<file path="config.mk">
export PLATFORM = sky130hd
export DESIGN_NAME = csr_regfile
export DESIGN_NICKNAME = d
export VERILOG_FILES = /design/src/rtl/csr_regfile.sv
export SDC_FILE = /design/constraint.sdc
export NUM_CORES = 1
export LEC_CHECK = 0
export CORE_UTILIZATION = 28
export DETAILED_ROUTE_END_ITERATION = 6
export GPL_ROUTABILITY_DRIVEN = 0
export PLACE_DENSITY_LB_ADDON = 0.1
export SLEW_MARGIN = 20
export SYNTH_ARGS = -nofsm -noshare
export SYNTH_HDL_FRONTEND = slang
export SYNTH_SLANG_ARGS = --single-unit
</file>
<file path="constraint.sdc">
create_clock -name clk -period 3.6 [get_ports clk]
set_input_delay 0.72 -clock clk [delete_from_list [all_inputs] [get_ports clk]]
set_output_delay 0.72 -clock clk [all_outputs]
set_load 0.02 [all_outputs]
</file>
<file path="src/rtl/csr_regfile.sv">
// Machine-mode CSR register file: combinational read with WB write bypass,
// synchronous masked writes, and the 64-bit cycle / retired-instruction counters.
module csr_regfile #(
  parameter logic [31:0] MISA_VAL  = 32'h40000100,
  parameter logic [31:0] MTVEC_RST = 32'h00000000
) (
  input  logic        clk,
  input  logic        rst,
  input  logic [11:0] csr_read_addr_ID,
  output logic [31:0] csr_out_ID,
  output logic        csr_illegal_ID,
  input  logic        csr_write_en_WB,
  input  logic [11:0] csr_dest_WB,
  input  logic [31:0] csr_data_WB,
  input  logic        instret_WB,
  output logic [31:0] mtvec_out,
  output logic [31:0] mepc_out
);

  localparam logic [11:0] A_MSTATUS   = 12'h300;
  localparam logic [11:0] A_MISA      = 12'h301;
  localparam logic [11:0] A_MIE       = 12'h304;
  localparam logic [11:0] A_MTVEC     = 12'h305;
  localparam logic [11:0] A_MSCRATCH  = 12'h340;
  localparam logic [11:0] A_MEPC      = 12'h341;
  localparam logic [11:0] A_MCAUSE    = 12'h342;
  localparam logic [11:0] A_MTVAL     = 12'h343;
  localparam logic [11:0] A_MCYCLE    = 12'hB00;
  localparam logic [11:0] A_MCYCLEH   = 12'hB80;
  localparam logic [11:0] A_MINSTRET  = 12'hB02;
  localparam logic [11:0] A_MINSTRETH = 12'hB82;
  localparam logic [11:0] A_CYCLE     = 12'hC00;
  localparam logic [11:0] A_CYCLEH    = 12'hC80;
  localparam logic [11:0] A_INSTRET   = 12'hC02;
  localparam logic [11:0] A_INSTRETH  = 12'hC82;

  logic        mstatus_mie_r;
  logic        mstatus_mpie_r;
  logic [31:0] mie_r;
  logic [31:0] mtvec_r;
  logic [31:0] mscratch_r;
  logic [31:0] mepc_r;
  logic [31:0] mcause_r;
  logic [31:0] mtval_r;
  logic [63:0] mcycle_r;
  logic [63:0] minstret_r;

  logic [31:0] wdata_s;
  logic [31:0] stored_s;
  logic        bypass_s;

  // The same mask feeds both the bypass and the stored value so they can never disagree.
  function automatic logic [31:0] apply_mask(input logic [11:0] addr, input logic [31:0] data);
    logic [31:0] res;
    case (addr)
      A_MSTATUS: res = data & 32'h00000088;
      A_MTVEC:   res = {data[31:2], 2'b00};
      A_MEPC:    res = {data[31:1], 1'b0};
      default:   res = data;
    endcase
    return res;
  endfunction

  function automatic logic is_writable(input logic [11:0] addr);
    logic res;
    case (addr)
      A_MSTATUS, A_MIE, A_MTVEC, A_MSCRATCH, A_MEPC, A_MCAUSE, A_MTVAL,
      A_MCYCLE, A_MCYCLEH, A_MINSTRET, A_MINSTRETH: res = 1'b1;
      default: res = 1'b0;
    endcase
    return res;
  endfunction

  // Decode the stored value for the ID read address.
  always_comb begin
    stored_s       = 32'd0;
    csr_illegal_ID = 1'b0;
    case (csr_read_addr_ID)
      A_MSTATUS:             stored_s = {24'd0, mstatus_mpie_r, 3'd0, mstatus_mie_r, 3'd0};
      A_MISA:                stored_s = MISA_VAL;
      A_MIE:                 stored_s = mie_r;
      A_MTVEC:               stored_s = mtvec_r;
      A_MSCRATCH:            stored_s = mscratch_r;
      A_MEPC:                stored_s = mepc_r;
      A_MCAUSE:              stored_s = mcause_r;
      A_MTVAL:               stored_s = mtval_r;
      A_MCYCLE,   A_CYCLE:   stored_s = mcycle_r[31:0];
      A_MCYCLEH,  A_CYCLEH:  stored_s = mcycle_r[63:32];
      A_MINSTRET, A_INSTRET: stored_s = minstret_r[31:0];
      A_MINSTRETH, A_INSTRETH: stored_s = minstret_r[63:32];
      default: begin
        stored_s       = 32'd0;
        csr_illegal_ID = 1'b1;
      end
    endcase
  end

  // Forward the in-flight WB write when it targets the address being read.
  always_comb begin
    wdata_s  = apply_mask(csr_dest_WB, csr_data_WB);
    bypass_s = csr_write_en_WB && (csr_dest_WB == csr_read_addr_ID) &&
               is_writable(csr_dest_WB) && !rst;
    if (bypass_s) begin
      csr_out_ID = wdata_s;
    end else begin
      csr_out_ID = stored_s;
    end
  end

  // State update: reset beats write, write beats increment (a written half gets no carry).
  always_ff @(posedge clk) begin
    if (rst) begin
      mstatus_mie_r  <= 1'b0;
      mstatus_mpie_r <= 1'b0;
      mie_r          <= 32'd0;
      mtvec_r        <= MTVEC_RST;
      mscratch_r     <= 32'd0;
      mepc_r         <= 32'd0;
      mcause_r       <= 32'd0;
      mtval_r        <= 32'd0;
      mcycle_r       <= 64'd0;
      minstret_r     <= 64'd0;
    end else begin
      mcycle_r <= mcycle_r + 64'd1;
      if (instret_WB) begin
        minstret_r <= minstret_r + 64'd1;
      end
      if (csr_write_en_WB) begin
        case (csr_dest_WB)
          A_MSTATUS: begin
            mstatus_mie_r  <= wdata_s[3];
            mstatus_mpie_r <= wdata_s[7];
          end
          A_MIE:       mie_r      <= wdata_s;
          A_MTVEC:     mtvec_r    <= wdata_s;
          A_MSCRATCH:  mscratch_r <= wdata_s;
          A_MEPC:      mepc_r     <= wdata_s;
          A_MCAUSE:    mcause_r   <= wdata_s;
          A_MTVAL:     mtval_r    <= wdata_s;
          A_MCYCLE:    mcycle_r   <= {mcycle_r[63:32], wdata_s};
          A_MCYCLEH:   mcycle_r   <= {wdata_s, mcycle_r[31:0]};
          A_MINSTRET:  minstret_r <= {minstret_r[63:32], wdata_s};
          A_MINSTRETH: minstret_r <= {wdata_s, minstret_r[31:0]};
          default: ;
        endcase
      end
    end
  end

  assign mtvec_out = mtvec_r;
  assign mepc_out  = mepc_r;

endmodule

</file>
==> results.cfg <==
[critical_path]
startpoint_type = primary input
end_kind = output port
worstPathRequired_ns = 2.88
r2r_cells = 7
critPathKind = in2out
rr_endpoint = mcycle_r[62]
arrival_ns = 2.88
r2r_slack_ns = 0.56
cp_max_fo = 4
r2r_start = mcycle_r[0]

[floorplan]
rows = 93
die_y_um = 258
dieWidth_um = 258
coreArea_um2 = 64700
start_util_pct = 28.5
io_pins = 157
dieArea_um2 = 66800

[synthesis]
synth.distinct_cells = 91
synth_edf_count = 0
mappedNetlistNets = 2548
ys_seq_area_share_pct = 35.0
syn_area_um2 = 18400
yosys_most_used_dff = dfxtp_1
synth.largest_area_cell = dfxtp_1
syn_area_per_cell_um2 = 7.40
synth.area.top_cells = dfxtp_1 35%, nand2_1 11%, a21oi_1 7.7%, mux2i_1 3.9%, clkbuf_1 3.7%
yosysTopAreaCellShare_pct = 35.0
yosys_warnings = 0
synth_cells = 2486
synth_seq_cells = 322
synthArstFlopShare_pct = 0

[min_path]
worstHoldStart = mtval_r[3]
min_path_type = reg2reg
hold-path-cell-count = 2
hold_end = mtval_r[3]

[pwr]
ir_drop_uv = 307
power_leakage_nw = 8.80
power.density_nw_per_um2 = 341
fin_total_pwr_mw = 8.72

[drt]
ant_nets = 0
first_pass_iters = 7
vias = 22100
avgViaCountPerCell = 5.92
first_iter_violations = 2613
finalWirelength_um = 108000
routedWlPerCell_um = 29.1
drc = 4

[timing]
fin_crit_sh_pct = 99.9
fin_tns_setup_ns = 0
finalCriticalPeriod_ns = 3.60
rsz0062_at_grt = yes
hold_viol = 0
fmax_mhz = 278
clock_skew_ns = 0.0233
whs_ns = 0.453
worst_pin_slew_ns = 1.07
finalMaxSlewViolations = 0
slew_headroom_pct = 28.6
setup_violations = 0

[cts]
root_buffer = clkbuf_16
cts_buffers = 42
clk_pin_slew_ns = 0.05
cts_sinks = 322
clkLatencyLatePin_ns = 0.61
postCtsHoldBufs = 0
htree_levels = 2
cts_tree = built
clock_path_buffers = 3

[global_route]
antenna_found_initial = 6
grt_max_degree = 153
grt_pass1_wl_um = 154000
grt_overflow_total = 0
grt_pass1_vias = 20900
grt_use_total_pct = 31.8

[final_layout]
drive_above_1_share_pct = 22.8
layout.nets = 2900
fillers = 6700
area_growth_pct = 38.7

[placement]
dp.final_hpwl_um = 80000
io_buffers = 156

[outcome]
status = finished, violations left
violations = design-rule violations

[flow_run]
max_cap_viol_count = 0
[report_power, final]
| group | internal [mW] | switching (mW) |
|---|---|---|
| clock network | 2.59 | 1.83 |
| registers | 3.57 | 0.0113 |
| logic | 0.250 | 0.463 |
[per-stage QoR]
stage	util [%]	area [um^2]	std cells	setup WS, ns
final	39.5	25500	3725	0.00372
after global routing	39.5	25500	3724	-0.0162
after CTS	39.1	25300	3722	0.000923
after detailed placement	35.7	23100	3611	-1.07
after global placement	35.7	23100	3611	-1.11
after floorplan	-	18400	2486	0.0890
[logic make-up after synthesis]
logic type      count (synthesis)  share of synthesized area (%)
compound gates                633                           21.6
flops                         322                           35.0
fa+ha+maj                       2                          0.136
xor+xnor                       50                           2.38
simple gates                 1152                           30.5
mux                            91                           5.39
buf+inv                       236                           5.02
[Yosys cell counts (all sizes together), types with 26 or more instances]
cell,number
o21ai,69
a31oi,42
dfxtp,322
clkbuf,183
a22oi,44
buf,40
nor2,164
nor3,56
mux2i,71
nor4,48
nand4,78
and4,26
xnor2,30
and3,35
nand3,75
a211oi,49
a21oi,284
nand2,533
and2,41
[layout make-up]
| cell class | count | area [um^2] | share of cell area (%) |
|---|---|---|---|
| sequential | 322 | 6450 | 25.2 |
| inverter | 13 | 52.6 | 0.206 |
| clock buffer | 63 | 1270 | 4.97 |
| timing repair buffer | 531 | 4830 | 18.9 |
| tap | 855 | 1070 | 4.19 |
| multi-input combinational | 1928 | 11700 | 45.9 |
| clock inverter | 12 | 159 | 0.622 |
| antenna | 1 | 2.50 | 0.00980 |
[worst max path at each step]
stage / endpoint / slack, ns / startpoint
2_1_floorplan: csr_out_ID[16] / 0.09 / csr_read_addr_ID[5]
3_3_place_gp: csr_out_ID[4] / -1.11 / csr_read_addr_ID[11]
3_5_place_dp: csr_out_ID[30] / -1.07 / csr_read_addr_ID[11]
4_1_cts: csr_out_ID[27] / 0.0009 / csr_read_addr_ID[4]
5_1_grt: csr_out_ID[19] / -0.02 / csr_read_addr_ID[3]
6_report: csr_out_ID[1] / 0.004 / csr_read_addr_ID[3]
[flip-flops by register name, indices dropped and copies added, names as in the netlist]
| name | cells |
|---|---|
| mepc_out | 32 |
| mstatus_mpie_r | 1 |
| mcause_r | 32 |
| mtval_r | 32 |
| mscratch_r | 32 |
| mstatus_mie_r | 1 |
| minstret_r | 64 |
| mie_r | 32 |
| mtvec_out | 32 |
| mcycle_r | 64 |
[layer usage]
metal  track usage, %  vias to the layer above  routed length [um]
met5                0                        -                  32
met4             15.3                        6                6060
met3             6.43                      275               10800
met2             47.9                     1244               45900
met1             43.2                    10800               45800
li1                 -                     9701                   -
[what timing repair did]
action	CTS	global route
pin swaps	33	33
setup endpoints to repair	33	31
resized for setup	298	74
buffers inserted	32	4
gates cloned	6	0
[worst max-delay path: stages]
cell      delay (ns)
buf_6           0.11
or4b_4          0.62
buf_6           0.16
a21o_1          0.19
nor3_4          0.27
buf_6           0.18
a222oi_1        0.06
and3_1          0.21
a21oi_2         0.21
buf_6           0.15
[placed cells by master (no fill, tap or decap), drive strengths merged, types with 9 or more instances in the layout]
master         instances
clkbuf                69
or4                   11
nor3                  56
nand2                533
or2                   10
nor4                  48
xor2                  20
and4                  26
and3                  35
a211oi                49
inv                   14
buf                  412
dfxtp                322
and2                  41
nand3                 75
a21oi                284
mux2i                 71
nor2                 164
nor2b                 13
a22oi                 44
nand4                 78
mux2                  15
o21ai                 69
o32a                   9
o211ai                15
nor3b                 11
or3                   19
clkdlybuf4s50         98
dlygate4sd2           12
a31oi                 42
a22o                  13
xnor2                 30
o22ai                 20
a221oi                11
Power figures use the tool's default switching activity.
==> edit: new RTL, config.mk and constraints unchanged <==
Register the inputs `csr_read_addr_ID`, `csr_write_en_WB`, `csr_dest_WB`, `csr_data_WB` and `instret_WB` before use. The logic sees them one clock later.
--- a/src/rtl/csr_regfile.sv
+++ b/src/rtl/csr_regfile.sv
@@ -34,4 +34,18 @@
   localparam logic [11:0] A_INSTRET   = 12'hC02;
   localparam logic [11:0] A_INSTRETH  = 12'hC82;
+
+  logic [11:0] csr_read_addr_ID_q;
+  logic csr_write_en_WB_q;
+  logic [11:0] csr_dest_WB_q;
+  logic [31:0] csr_data_WB_q;
+  logic instret_WB_q;
+
+  always_ff @(posedge clk) begin
+    csr_read_addr_ID_q <= csr_read_addr_ID;
+    csr_write_en_WB_q  <= csr_write_en_WB;
+    csr_dest_WB_q      <= csr_dest_WB;
+    csr_data_WB_q      <= csr_data_WB;
+    instret_WB_q       <= instret_WB;
+  end
 
   logic        mstatus_mie_r;
@@ -76,5 +90,5 @@
     stored_s       = 32'd0;
     csr_illegal_ID = 1'b0;
-    case (csr_read_addr_ID)
+    case (csr_read_addr_ID_q)
       A_MSTATUS:             stored_s = {24'd0, mstatus_mpie_r, 3'd0, mstatus_mie_r, 3'd0};
       A_MISA:                stored_s = MISA_VAL;
@@ -98,7 +112,7 @@
   // Forward the in-flight WB write when it targets the address being read.
   always_comb begin
-    wdata_s  = apply_mask(csr_dest_WB, csr_data_WB);
-    bypass_s = csr_write_en_WB && (csr_dest_WB == csr_read_addr_ID) &&
-               is_writable(csr_dest_WB) && !rst;
+    wdata_s  = apply_mask(csr_dest_WB_q, csr_data_WB_q);
+    bypass_s = csr_write_en_WB_q && (csr_dest_WB_q == csr_read_addr_ID_q) &&
+               is_writable(csr_dest_WB_q) && !rst;
     if (bypass_s) begin
       csr_out_ID = wdata_s;
@@ -123,9 +137,9 @@
     end else begin
       mcycle_r <= mcycle_r + 64'd1;
-      if (instret_WB) begin
+      if (instret_WB_q) begin
         minstret_r <= minstret_r + 64'd1;
       end
-      if (csr_write_en_WB) begin
-        case (csr_dest_WB)
+      if (csr_write_en_WB_q) begin
+        case (csr_dest_WB_q)
           A_MSTATUS: begin
             mstatus_mie_r  <= wdata_s[3];
Behaviour: not the same (Yosys sat finds a counterexample within 4 cycles, from zero or initial values and one cycle with rst high).
==> edit against the original RTL <==
The flow finishes with violations (setup timing); synthesized area increased by 6.5%; first-iteration DRC count fell by 9.8%; routed wire length decreased by 8.3%; power grew 14%; worst setup slack got worse by 0.12 ns; register-to-register slack better by 0.19 ns; final area down 0.51%; hold slack worse by 0.15 ns; sequential cell count increased by 58; critical path type is now reg -> out.
==> edit: results (changes against the original RTL) <==
[worst_setup_path]
crit_path_max_fanout=12  ; +8
rrSetupSlack_ns=0.75  ; +0.19 ns
cp_top_family=simple AND/OR/NAND/NOR gates
arrival_ns=3.00  ; +0.12 ns
r2r-start=minstret_r[0]
cp-startpoint=csr_read_addr_ID_q[10]
slowest_stage=or3b_4
cp-endpoint=csr_out_ID[19]
slowest_delay_ns=0.41  ; -0.21 ns
r2r-end=minstret_r[42]

[logic_synthesis]
synth.avg_cell_area_um2=7.71  ; +4.2%
synth_commonest_cells=nand2_1 (543), dfxtp_1 (380), a21oi_1 (287)
syn_nets=2603  ; +2.2%
synth-xor-area-share=0.0174  ; -0.00636
synth_fa_ha_area_frac=0.00128  ; -0.0000825
ys_seq_area_frac=0.388  ; +0.0380
synthArstFlopShare=0  ; unchanged
synthMuxAreaShare=0.0591  ; +0.00516
netlist-cell-type-count=84  ; -7.7%
synth_compound_area_frac=0.206  ; -0.00945
synth_area_leaders=dfxtp_1 (39%), nand2_1 (10%), a21oi_1 (7.3%), mux2i_1 (4.7%), clkbuf_1 (3.1%)
yosys_warnings=0  ; unchanged

[place]
dp_cells=3565  ; -1.3%
place_area_um2=22700  ; -1.5%
dp_slack_ns=-0.0486  ; +1.02 ns
io_buffers=156  ; unchanged
hpwl_um=71000  ; -11%

[timing]
fin_skew_ns=0.0287  ; +0.00540 ns
layout_setup_ws_ns=-0.120  ; -0.124 ns
setup_tns_ns=-0.573  ; -0.573 ns
setup_violations=11  ; +11
relSlewSlack=0.338  ; +0.0514

[global_route]
overflow=0  ; unchanged
grt_start_max_net_pins=183  ; +20%
track_usage=0.272  ; -0.0458
grt_pass1_vias=19600  ; -6.3%
antenna_found_initial=3  ; -3
grt_pass1_wl_um=142000  ; -8.3%

[power_and_ir_drop]
vdd_drop_max_uv=288  ; -6.1%
leakage_uw=0.00842  ; -4.4%

[cts]
cts_buffer_depth=3  ; unchanged
clock_latency_ns=0.62
postCtsSetupBuffers=7  ; -78%
cts-root-buf=clkbuf_16
tritoncts.num_buffers=48  ; +14%
cts-resized-gates=194  ; -35%

[route]
vias_per_cell=5.72  ; -3.4%
drt-initial-drc-count=2356  ; -9.8%
first_pass_iters=6  ; -1
routed_wirelength_um=99400  ; -8.3%

[status]
status=finished, violations left
violations=setup timing

[finish]
instances_no_fill=3681  ; -1.2%
layout-drive-gt1-share=0.173  ; -0.0545
antenna_cells=0  ; -1
fin_util=0.369  ; -0.0262
fin_nets=2773  ; -4.4%
fill_cells=7167  ; +7.0%

[min_path]
min_path_type=in -> reg

-- edit: changes by cell type in the layout (fill, tap and decap cells not counted), moves of 19 or more --
cell | unedited run | this run
buf_12 | 32 | 13
o21ai_0 | 56 | 77
nor2_1 | 144 | 103
and2_1 | 27 | 48
clkdlybuf4s50_1 | 98 | 122
dfxtp_1 | 322 | 364
a31oi_1 | 36 | 64
nand4_1 | 75 | 56
buf_4 | 324 | 173
-- edit: worst min-delay path by stage --
stage,end,from,slack [ns]
after floorplan,mtval_r[0],mtval_r[0],0.43
after global placement,mie_r[25],mie_r[25],0.44
after detailed placement,mscratch_r[16],mscratch_r[16],0.44
after CTS,mstatus_mie_r,rst,0.28
after global routing,mstatus_mie_r,rst,0.31
final,mstatus_mie_r,rst,0.30
-- edit: area by class of cell --
cell class | instances | share of cell area
flip-flops and latches | 380 | 0.301
clock inverters | 23 | 0.00926
well taps | 931 | 0.0458
repair buffers | 349 | 0.132
clock buffers | 66 | 0.0547
inverters | 15 | 0.00222
multi-input cells | 1917 | 0.456
-- edit: cells by family (layout without fill, tap and decap cells) --
group	count (synthesis)	in the layout
multiplexers	113	113
XOR/XNOR	39	39
flip-flops	380	380
AND/OR/NAND/NOR	1108	1108
buffers and inverters	244	453
AO/OA/AOI/OAI	655	655
adder cells (fa/ha/maj)	2	2
-- edit: report_power, final --
part	switching [uW]	internal, uW
combinational	360	215
sequential	73.2	4250
clock	2050	2990
total	2490	7450
-- edit: per-layer routing --
metal	vias to the layer above	routed length (um)	global-route usage
li1	9500	-	-
met1	10300	43300	0.374
met2	1067	44000	0.426
met3	183	8430	0.0493
met4	2	3690	0.0920
met5	-	14	0
